===== config.mk =====
export PLATFORM = sky130hd
export DESIGN_NAME = mem_arbiter
export DESIGN_NICKNAME = d
export VERILOG_FILES = /design/src/rtl/mem_arbiter.sv
export SDC_FILE = /design/constraint.sdc
export NUM_CORES = 1
export LEC_CHECK = 0
export BUFFER_PORTS_ARGS = -buffer_cell sky130_fd_sc_hd__buf_2
export CORE_AREA = 3 3 104 106
export DETAILED_ROUTE_END_ITERATION = 10
export DIE_AREA = 0 0 107 109
export GPL_ROUTABILITY_DRIVEN = 0
export PLACE_DENSITY_LB_ADDON = 0.15
export SLEW_MARGIN = 5
export SYNTH_ARGS = -nofsm -noshare
export SYNTH_HDL_FRONTEND = slang
export SYNTH_SLANG_ARGS = --single-unit
export TNS_END_PERCENT = 20

===== constraint.sdc =====
create_clock -name clk -period 3.1 [get_ports clk]
set_input_delay 0.62 -clock clk [delete_from_list [all_inputs] [get_ports clk]]
set_output_delay 0.62 -clock clk [all_outputs]
set_load 0.01 [all_outputs]

===== src/rtl/mem_arbiter.sv =====
// Two-port (fetch/data) arbiter in front of one synchronous memory.
// Data has priority; a fetch starved for STARVE_MAX arbitrations wins the next one.
module mem_arbiter #(
  parameter int unsigned STARVE_MAX = 4
) (
  input  logic        clk,
  input  logic        reset,
  input  logic        f_req,
  input  logic [31:0] f_addr,
  output logic        f_gnt,
  output logic        f_rvalid,
  output logic [31:0] f_rdata,
  input  logic        d_req,
  input  logic        d_we,
  input  logic [2:0]  d_funct3,
  input  logic [31:0] d_addr,
  input  logic [31:0] d_wdata,
  output logic        d_gnt,
  output logic        d_rvalid,
  output logic [31:0] d_rdata,
  output logic [31:0] mem_addr,
  output logic        mem_wren,
  output logic [2:0]  mem_funct3,
  output logic [31:0] mem_wdata,
  input  logic [31:0] mem_rdata,
  output logic        busy
);

  typedef enum logic [1:0] {IDLE, ACCESS, RESP} state_t;

  state_t      state;
  logic [31:0] addr_q;
  logic [31:0] wdata_q;
  logic [2:0]  funct3_q;
  logic        we_q;
  logic        owner;        // 1 = data port owns the access in flight
  logic [3:0]  starve_cnt;

  logic        arb;
  logic        f_win;
  logic        d_win;
  logic        resp_v;
  logic [31:0] rd;

  always_comb begin
    arb   = !reset && (state == IDLE || state == RESP);
    f_win = arb && f_req && (!d_req || (starve_cnt >= 4'(STARVE_MAX)));
    d_win = arb && d_req && !f_win;
  end

  always_ff @(posedge clk) begin
    if (reset) begin
      state      <= IDLE;
      addr_q     <= '0;
      wdata_q    <= '0;
      funct3_q   <= '0;
      we_q       <= 1'b0;
      owner      <= 1'b0;
      starve_cnt <= '0;
    end else begin
      case (state)
        IDLE, RESP: begin
          if (f_win) begin
            state      <= ACCESS;
            owner      <= 1'b0;
            addr_q     <= f_addr;
            we_q       <= 1'b0;
            funct3_q   <= 3'b010;
            wdata_q    <= '0;
            starve_cnt <= '0;
          end else if (d_win) begin
            state    <= ACCESS;
            owner    <= 1'b1;
            addr_q   <= d_addr;
            we_q     <= d_we;
            funct3_q <= d_funct3;
            wdata_q  <= d_wdata;
            if (f_req && starve_cnt != 4'd15)
              starve_cnt <= starve_cnt + 4'd1;
            else if (!f_req)
              starve_cnt <= '0;
          end else begin
            state      <= IDLE;
            starve_cnt <= '0;
          end
        end
        ACCESS:  state <= RESP;
        default: state <= IDLE;
      endcase
    end
  end

  // Response is suppressed in a reset cycle so an aborted access never completes.
  always_comb begin
    resp_v   = (state == RESP) && !reset;
    rd       = we_q ? '0 : mem_rdata;
    f_gnt    = f_win;
    d_gnt    = d_win;
    f_rvalid = resp_v && !owner;
    d_rvalid = resp_v && owner;
    f_rdata  = f_rvalid ? rd : '0;
    d_rdata  = d_rvalid ? rd : '0;
    mem_wren = (state == ACCESS) && we_q;
    busy     = (state != IDLE);
  end

  assign mem_addr   = addr_q;
  assign mem_funct3 = funct3_q;
  assign mem_wdata  = wdata_q;

endmodule


==> impl.org, run 1 <==
** Global route
- Entering global routing, the biggest net connects 70 pins.
- Overflow after GRT :: 0
- The initial antenna violation count came to 3.
- Total routing usage reported by global routing :: 21.4%
- Wire length of the first global-routing pass :: 19,800 um
- Number of global-route vias before repair :: between 3,000 and 4,000

** Die
- I/O pin count :: 273
- The floorplan step defined a core boundary enclosing 0.00986 mm^2.
- From left edge to right edge, the die measures ~110 um.
- Initial cell density of the core :: 37.0%
- From bottom edge to top edge, the die measures 109 um.
- The floorplan step defined a die boundary enclosing between 0.01 and 0.015 mm^2.
- Row generation in the floorplan step produced 36 rows.

** Clock network
- Clock-pin slew was measured on the worst setup and hold paths at approximately 0.07 ns.
- Worst-Skew Late Latency :: 0.35 ns
- Clock tree synthesis found a total of 75 sinks.
- CTS tree :: yes
- No sink is reached through more buffers than the 2 on the longest clock path.
- The clock tree synthesis step divided the H-tree into 3 levels.
- Counting the buffers created by CTS gives 9.
- Clk Tree Root Cell :: sky130_fd_sc_hd__clkbuf_8
- The number of gates resized after CTS was 0.
- In this run the post-CTS setup repair buffer count came out at 0.
- Buffers inserted to repair hold after CTS numbered 0.

** Routing
- Across all layers, the routed design uses 4,207 vias.
- In the routed layout, each cell is associated on average with a via count of 4.80.
- After detailed routing, the average wire length per cell comes to about 15 um.
- The detailed router finished its first iteration with approximately 300 violations.
- The count of nets left with antenna violations once routing finished came out at 0.
- Post-Route WL :: 13,300 um
- For this run, design rule violations remaining after detail routing come to 0.
- Drt first pass iters :: 4

** Hold path
- The tightest min-delay check is of the reg2reg type.

** STA
- Slew at the pin closest to its max-slew limit :: slightly below 0.8 ns
- Setup violations remaining at the end of the flow were counted as 0.
- Clock skew after layout :: ~0.017 ns
- Ratio of final minimum period to clock period :: 76.8%
- Static timing analysis puts the maximum clock frequency at 420 MHz.
- Measured against its own limit, the worst slew margin works out to between 40 and 50%.
- RSZ-0062 raised after global routing :: false
- Total negative slack :: 0 ns
- The final number of max-transition violations came to 0.
- Subtracting the final worst setup slack from the clock period gives 2.38 ns.
- Number of hold-slack violations in the final timing report :: 0

** Critical path
- STA classifies the critical path startpoint as an input pin.
- Traced cell by cell, the critical path runs through buf_2 > nor2_1 > nand3_1 > buf_4 > nor2_1 > buf_2.
- Critical path endpoint category :: output port
- On the worst path, the slowest cell contributes a delay of ~0.33 ns.
- Critical path required time :: about 2.5 ns
- At the worst endpoint, the arrival time is 1.76 ns.
- Cell family contributing the most delay on the critical path :: buffers and inverters
- The number of buffers and inverters on the critical path is 3.
- The worst setup path is of the in2out kind.
- Largest driver fanout on the critical path :: 33
- Slowest cell on the critical path :: sky130_fd_sc_hd__buf_2

** Power and ir drop
- Power density over the cells :: approximately 420 mW/mm^2
- The completed layout was analyzed and its total power is 2210 uW.
- Summed over all cells, the static leakage comes to roughly 0.0026 uW.
- IR drop worst, VDD :: 0.000221 V

** Yosys
- After synthesis the cells add up to 0.00365 mm^2.
- Library cell with the largest summed area after synthesis :: sky130_fd_sc_hd__dfxtp_1
- The synthesized netlist devotes 18.2% of its cell area to compound gates.
- Basic-gate share of the synthesized area counting and, or, nand and nor cells :: 34.1%
- Top area cells in the synthesized netlist :: sky130_fd_sc_hd__dfxtp_1 (41%), sky130_fd_sc_hd__nand2_1 (14%), sky130_fd_sc_hd__a311oi_2 (11%)
- Syn Inst Count :: 487
- Summing the sequential cell areas from Yosys gives 41.1% of the chip area.
- Counting flops and latches in the post-synthesis netlist gives 75.
- Dominant combinational cell family by area after synthesis :: simple AND/OR/NAND/NOR gates
- Synth top area share :: 41.1%
- After Yosys synthesis, XOR and XNOR cells account for 0% of the synthesized area.
- The average instance in the mapped netlist occupies 7.49 um^2.
- Post-synthesis adder-cell area fraction :: 0.343%
- Proportion of synthesized area in mux cells :: 0%
- The number of nets in the synthesized netlist is approximately 620.
- For this run, the number of Yosys warnings is 0.
- Yosys cell types :: 25

** Placed design
- Port Buffer Count :: 272
- Sum of net half-perimeters after detailed placement :: around 10000 um

** Final layout
- For this run, the share of the core covered by cells in the final layout is between 50% and 60%.
- Fraction of layout cells with a size suffix above 1 :: 44.7%
- Fill cells in the final layout number 928.
- Area growth, synth to finish :: 44.5%
- NumNets Final :: 872

** Run status
- The flow ran to the end, and the final reports show no timing, DRC or antenna violations.

** Run
- The tool flagged a number of max-cap violations equal to 0.
## synth_stat cells
library cell and n:
sky130_fd_sc_hd__nand2_1 140, sky130_fd_sc_hd__a311oi_1 5, sky130_fd_sc_hd__nor3_1 34, sky130_fd_sc_hd__nand3_1 2
sky130_fd_sc_hd__a31oi_1 1, sky130_fd_sc_hd__clkbuf_1 38, sky130_fd_sc_hd__nor3b_2 1, sky130_fd_sc_hd__nor2_1 70
sky130_fd_sc_hd__nand3b_1 1, sky130_fd_sc_hd__ha_1 1, sky130_fd_sc_hd__a21oi_1 39, sky130_fd_sc_hd__inv_1 4
sky130_fd_sc_hd__or2_1 1, sky130_fd_sc_hd__buf_2 2, sky130_fd_sc_hd__dfxtp_1 75, sky130_fd_sc_hd__nor3b_1 2
sky130_fd_sc_hd__a311oi_2 27, sky130_fd_sc_hd__or3b_2 1, sky130_fd_sc_hd__nand4_1 1, sky130_fd_sc_hd__buf_6 5
sky130_fd_sc_hd__nand2b_1 33, sky130_fd_sc_hd__o21bai_1 1, sky130_fd_sc_hd__or2_2 1, sky130_fd_sc_hd__o21a_1 1
sky130_fd_sc_hd__or3b_1 1
## registers in the layout, indices dropped and copies added, names as in the netlist
name and flops:
owner 1, mem_funct3 3, state 2, starve_cnt 4
mem_addr 32, mem_wdata 32, we_q 1
## worst paths after layout
check | slack [ns] | cells past startpoint | startpoint | end
worst min-delay path | 0.45 | 2 | mem_wdata[10] | mem_wdata[10]
worst max-delay path | 0.72 | 6 | reset | d_rdata[28]
worst min register to register | 0.45 | 2 | mem_wdata[10] | mem_wdata[10]
worst max register to register | 1.13 | 4 | state[0] | mem_addr[28]
## logic make-up after synthesis
logic type | after synthesis
compound gates | 74
fa+ha+maj | 1
buf+inv | 49
flops | 75
simple gates | 288
## placed cells by master, fill, tap and decap left out, types with 2 or more instances in the layout
cell	count
sky130_fd_sc_hd__buf_2	272
sky130_fd_sc_hd__nand2_1	140
sky130_fd_sc_hd__dfxtp_1	75
sky130_fd_sc_hd__nor2_1	70
sky130_fd_sc_hd__a21oi_1	39
sky130_fd_sc_hd__nor3_1	34
sky130_fd_sc_hd__nand2b_1	33
sky130_fd_sc_hd__a311oi_2	27
sky130_fd_sc_hd__clkbuf_8	10
sky130_fd_sc_hd__buf_4	9
sky130_fd_sc_hd__diode_2	5
sky130_fd_sc_hd__a311oi_1	5
sky130_fd_sc_hd__inv_1	4
sky130_fd_sc_hd__clkinv_2	3
sky130_fd_sc_hd__or2_2	2
sky130_fd_sc_hd__nand3_1	2
## routing by layer
layer	up-vias	share of wire (%)	global-route usage, %
li1	2107	-	-
met1	1889	38	24.4
met2	191	52	37.7
met3	20	8.4	6.57
met4	0	2.0	8.31
met5	-	0	0
## worst min-delay path, cell delays in order, from the launching register on
cell	delay [ns]
sky130_fd_sc_hd__dfxtp_1	0.31
sky130_fd_sc_hd__nand2_1	0.05
sky130_fd_sc_hd__a21oi_1	0.05
## cell type report
class                      instances  area [um^2]  share of cell area [%]
multi-input combinational        363         1940                    36.8
sequential                        75         1500                    28.5
timing repair buffer             282         1450                    27.5
tap                              133          166                    3.15
clock buffer                      10          138                    2.61
clock inverter                     5         53.8                    1.02
inverter                           4         15.0                   0.285
antenna                            5         12.5                   0.237
## power breakdown
part,internal (uW),leakage (uW),switching [uW]
Sequential,1020,0.000613,34.4
Clock,387,0.000102,350
Combinational,185,0.00192,237
## through the flow
stage | area [um^2] | hold slack (ns) | setup WS [ns] | cells
CTS | 5260 | 0.455 | 0.725 | 872
global route | 5270 | 0.468 | 0.571 | 873
floorplan | 3650 | 0.423 | 0.709 | 487
global placement | 5070 | 0.440 | 0.751 | 857
finish | 5280 | 0.454 | 0.719 | 877
detailed placement | 5070 | 0.444 | 0.730 | 857
Power figures use the tool's default switching activity.
==> run 2: changes to the inputs <==
--- a/config.mk
+++ b/config.mk
@@ -6,9 +6,9 @@
 export NUM_CORES = 1
 export LEC_CHECK = 0
 export BUFFER_PORTS_ARGS = -buffer_cell sky130_fd_sc_hd__buf_2
-export CORE_AREA = 3 3 104 106
+export CORE_MARGIN = 3
+export CORE_UTILIZATION = 37
 export DETAILED_ROUTE_END_ITERATION = 10
-export DIE_AREA = 0 0 107 109
 export GPL_ROUTABILITY_DRIVEN = 0
 export PLACE_DENSITY_LB_ADDON = 0.15
 export SLEW_MARGIN = 5
==> constraint.sdc (replaced) <==
create_clock -name clk -period 2.09 [get_ports clk]
set_input_delay 0.418 -clock clk [delete_from_list [all_inputs] [get_ports clk]]
set_output_delay 0.418 -clock clk [all_outputs]
set_load 0.01 [all_outputs]
==> impl.org, run 2 (same netlist as run 1, synthesis figures left out) <==
** Routing
- Drt wl/cell :: 15.1 um (-0.62%)
- Post-Route WL :: 13,200 um (-0.85%)
- Drt first-iter violations :: 318 (+6.4%)
- Drt first pass iters :: 4 (unchanged)
- DRC viols :: 0 (unchanged)
- The via-per-instance ratio is 4.91 (+2.3%).
- Total vias in the final route :: 4,294 (+2.1%)
- Number of nets with antenna violations after routing :: 0 (unchanged)

** STA
- RSZ-0062 raised after global routing :: false
- The transition time at the pin with the least slew margin is 0.718 ns (-0.0634 ns).
- Clock skew after layout :: 0.0177 ns (+0.000866 ns)
- Based on the critical path, the design can be clocked at up to 508 MHz.
- Setup violations, final :: 0 (unchanged)
- In the finished design, the share of the clock period the worst path needs comes to 94.3%.
- The accumulated negative setup slack came to 0 ns (unchanged).
- The worst path needs 1.97 ns of the cycle, external delays included.
- Number of hold-slack violations in the final timing report :: 0 (unchanged)
- The tightest slew margin relative to the limit was 52.1% (+4.3 points).
- Worst Hold Margin :: 0.302 ns (-0.152 ns)
- Max-slew violations :: 0 (unchanged)

** Critical path
- Cells along the critical path :: or3b_1 > or2_4 > inv_1 > buf_2
- Cell family contributing the most delay on the critical path :: simple AND/OR/NAND/NOR gates
- Nature of the critical path startpoint :: register
- The worst path required time is 1.67 ns (-0.81 ns).
- Largest driver fanout on the critical path :: 9 (-73%)
- Crit path buf inv count :: 2 (-1)
- Slowest cell on the critical path :: sky130_fd_sc_hd__or3b_1
- The worst setup path is captured at an output port.
- The maximum cell stage delay along the critical path is 0.40 ns (+0.07 ns).
- Worst path arrival time :: 1.55 ns (-0.21 ns)
- The setup path with the least slack is of type reg2out.

** Power and ir drop
- Total leakage power :: 0.00265 uW (+0.73%)
- The power per standard cell area came to 607 mW/mm^2 (+45%).
- IR drop worst, VDD :: 0.000413 V (+86%)

** Final layout
- Leaving out fill and tap cells, the most frequent cell in the layout is sky130_fd_sc_hd__buf_2.
- Fraction of layout cells with a size suffix above 1 :: 45.6% (+0.98 points)
- The utilization after layout came to 56.7% (+3.2 points).
- The final net count came to 877 (+0.57%).
- Commonest non-fill, non-tap cells in the layout :: sky130_fd_sc_hd__buf_2 (271), sky130_fd_sc_hd__nand2_1 (140), sky130_fd_sc_hd__dfxtp_1 (74)
- Relative to the synthesized area, the layout overhead comes to 46.3%.
- Number of filler instances in the final layout :: 966 (+4.1%)

** Placed design
- Sum of net half-perimeters after detailed placement :: 9930 um (-0.58%)
- Port Buffer Count :: 272 (unchanged)

** Clock network
- Total clock buffers created by CTS :: 9 (unchanged)
- Worst-Skew Late Latency :: 0.35 ns (about the same)
- Maximum buffer depth of the clock tree :: 2 (unchanged)
- The H-tree depth came to 3 (unchanged).
- Cts hold-fix bufs :: 0 (unchanged)
- CTS tree :: yes
- The clock transition at the register clock pins on the worst setup and hold paths after CTS was 0.09 ns (+0.02 ns).
- Post-CTS setup buffer count :: 0 (unchanged)
- The cell sitting at the root of the clock tree is a sky130_fd_sc_hd__clkbuf_8.
- The total number of clock tree sinks was 75 (unchanged).

** Global route
- Overflow after GRT :: 0 (unchanged)
- The initial antenna violation count came to 2 (-1).
- Wire length of the first global-routing pass :: 20,800 um (+4.9%)
- Number of global-route vias before repair :: 4,201 (+8.6%)
- Maximum number of pins on one net before global-route repair :: 70 (unchanged)
- Total routing usage reported by global routing :: 22.9% (+1.5 points)

** Die
- The die outline area is 0.0111 mm^2 (-4.9%).
- Std-Cell Rows :: 35 (-2.8%)
- The placeable core region is 0.00942 mm^2 (-4.6%).
- Width of the die :: 105 um (-1.6%)
- The number of top-level pins came to 273 (unchanged).
- The height of the die was 105 um (-3.4%).
- The starting density of the core was 38.8% (+1.8 points).

** Hold path
- Class of the tightest hold or removal check :: in2reg

** Run status
- The run finished with clean final reports.

** Run
- Maximum capacitance violations :: 0 (unchanged)
-- run 2: cell types whose count changed in the layout (fill, tap and decap cells not counted), moves of 2 or more --
| cell | change |
|---|---|
| sky130_fd_sc_hd__buf_4 | +3 |
| sky130_fd_sc_hd__nor2_1 | -2 |
| sky130_fd_sc_hd__clkinvlp_4 | +3 |
| sky130_fd_sc_hd__clkinv_2 | -3 |
| sky130_fd_sc_hd__buf_6 | +2 |
| sky130_fd_sc_hd__diode_2 | -4 |
-- run 2: per-layer routing --
layer | vias to the layer above | track usage [%] | wire (um)
met2 | 175 | 41.7 | 6930
li1 | 2117 | - | -
met1 | 1981 | 25.9 | 5110
met3 | 19 | 5.70 | 908
met4 | 2 | 7.40 | 229
met5 | - | 0 | 18
-- run 2: power by group --
group | switching (uW) | internal [uW]
sequential | 44.7 | 1510
combinational | 358 | 288
clock | 568 | 471
total | 970 | 2270
-- run 2: final cells by class --
class	count	area, um^2	share of cell area, %
multi-input cells	363	1960	36.7
well taps	129	161	3.02
diodes	1	2.50	0.0469
clock inverters	6	48.8	0.914
flip-flops and latches	75	1510	28.2
repair buffers	287	1510	28.3
clock buffers	10	138	2.58
inverters	4	15.0	0.281
-- run 2: per-stage QoR --
| stage | instance area [um^2] | std cells | total power, uW | setup slack (ns) |
|---|---|---|---|---|
| 6_report | 5340 | 875 | 3240 | 0.120 |
| 5_1_grt | 5340 | 875 | 3410 | 0.0202 |
| 4_1_cts | 5300 | 874 | 3260 | 0.0179 |
| 3_5_place_dp | 5120 | 858 | 2230 | 0.187 |
| 3_3_place_gp | 5120 | 858 | 2220 | 0.227 |
| 2_1_floorplan | 3650 | 487 | 1930 | 0.103 |
-- run 2: final timing paths --
check | startpoint | to | slack, ns | cells after the start
worst max-delay path | state[0] | f_gnt | 0.12 | 4
worst max register to register | state[0] | mem_addr[23] | 0.26 | 5
worst min-delay path | d_wdata[9] | mem_wdata[9] | 0.30 | 3
worst min register to register | mem_wdata[21] | mem_wdata[21] | 0.46 | 2
-- run 2: worst reg2reg max path: cells and delay by family, from the launching register on --
family / cells / cell delay (ns)
AOI/OAI and AO/OA: 1 / 0.30
DFF: 1 / 0.40
and+or+nand+nor: 2 / 0.31
buffers and inverters: 2 / 0.73
-- run 2: repair_timing --
action	CTS	global route
gates resized for setup	1	9
endpoints found under the hold margin	0	0
endpoints found under the setup margin	2	32
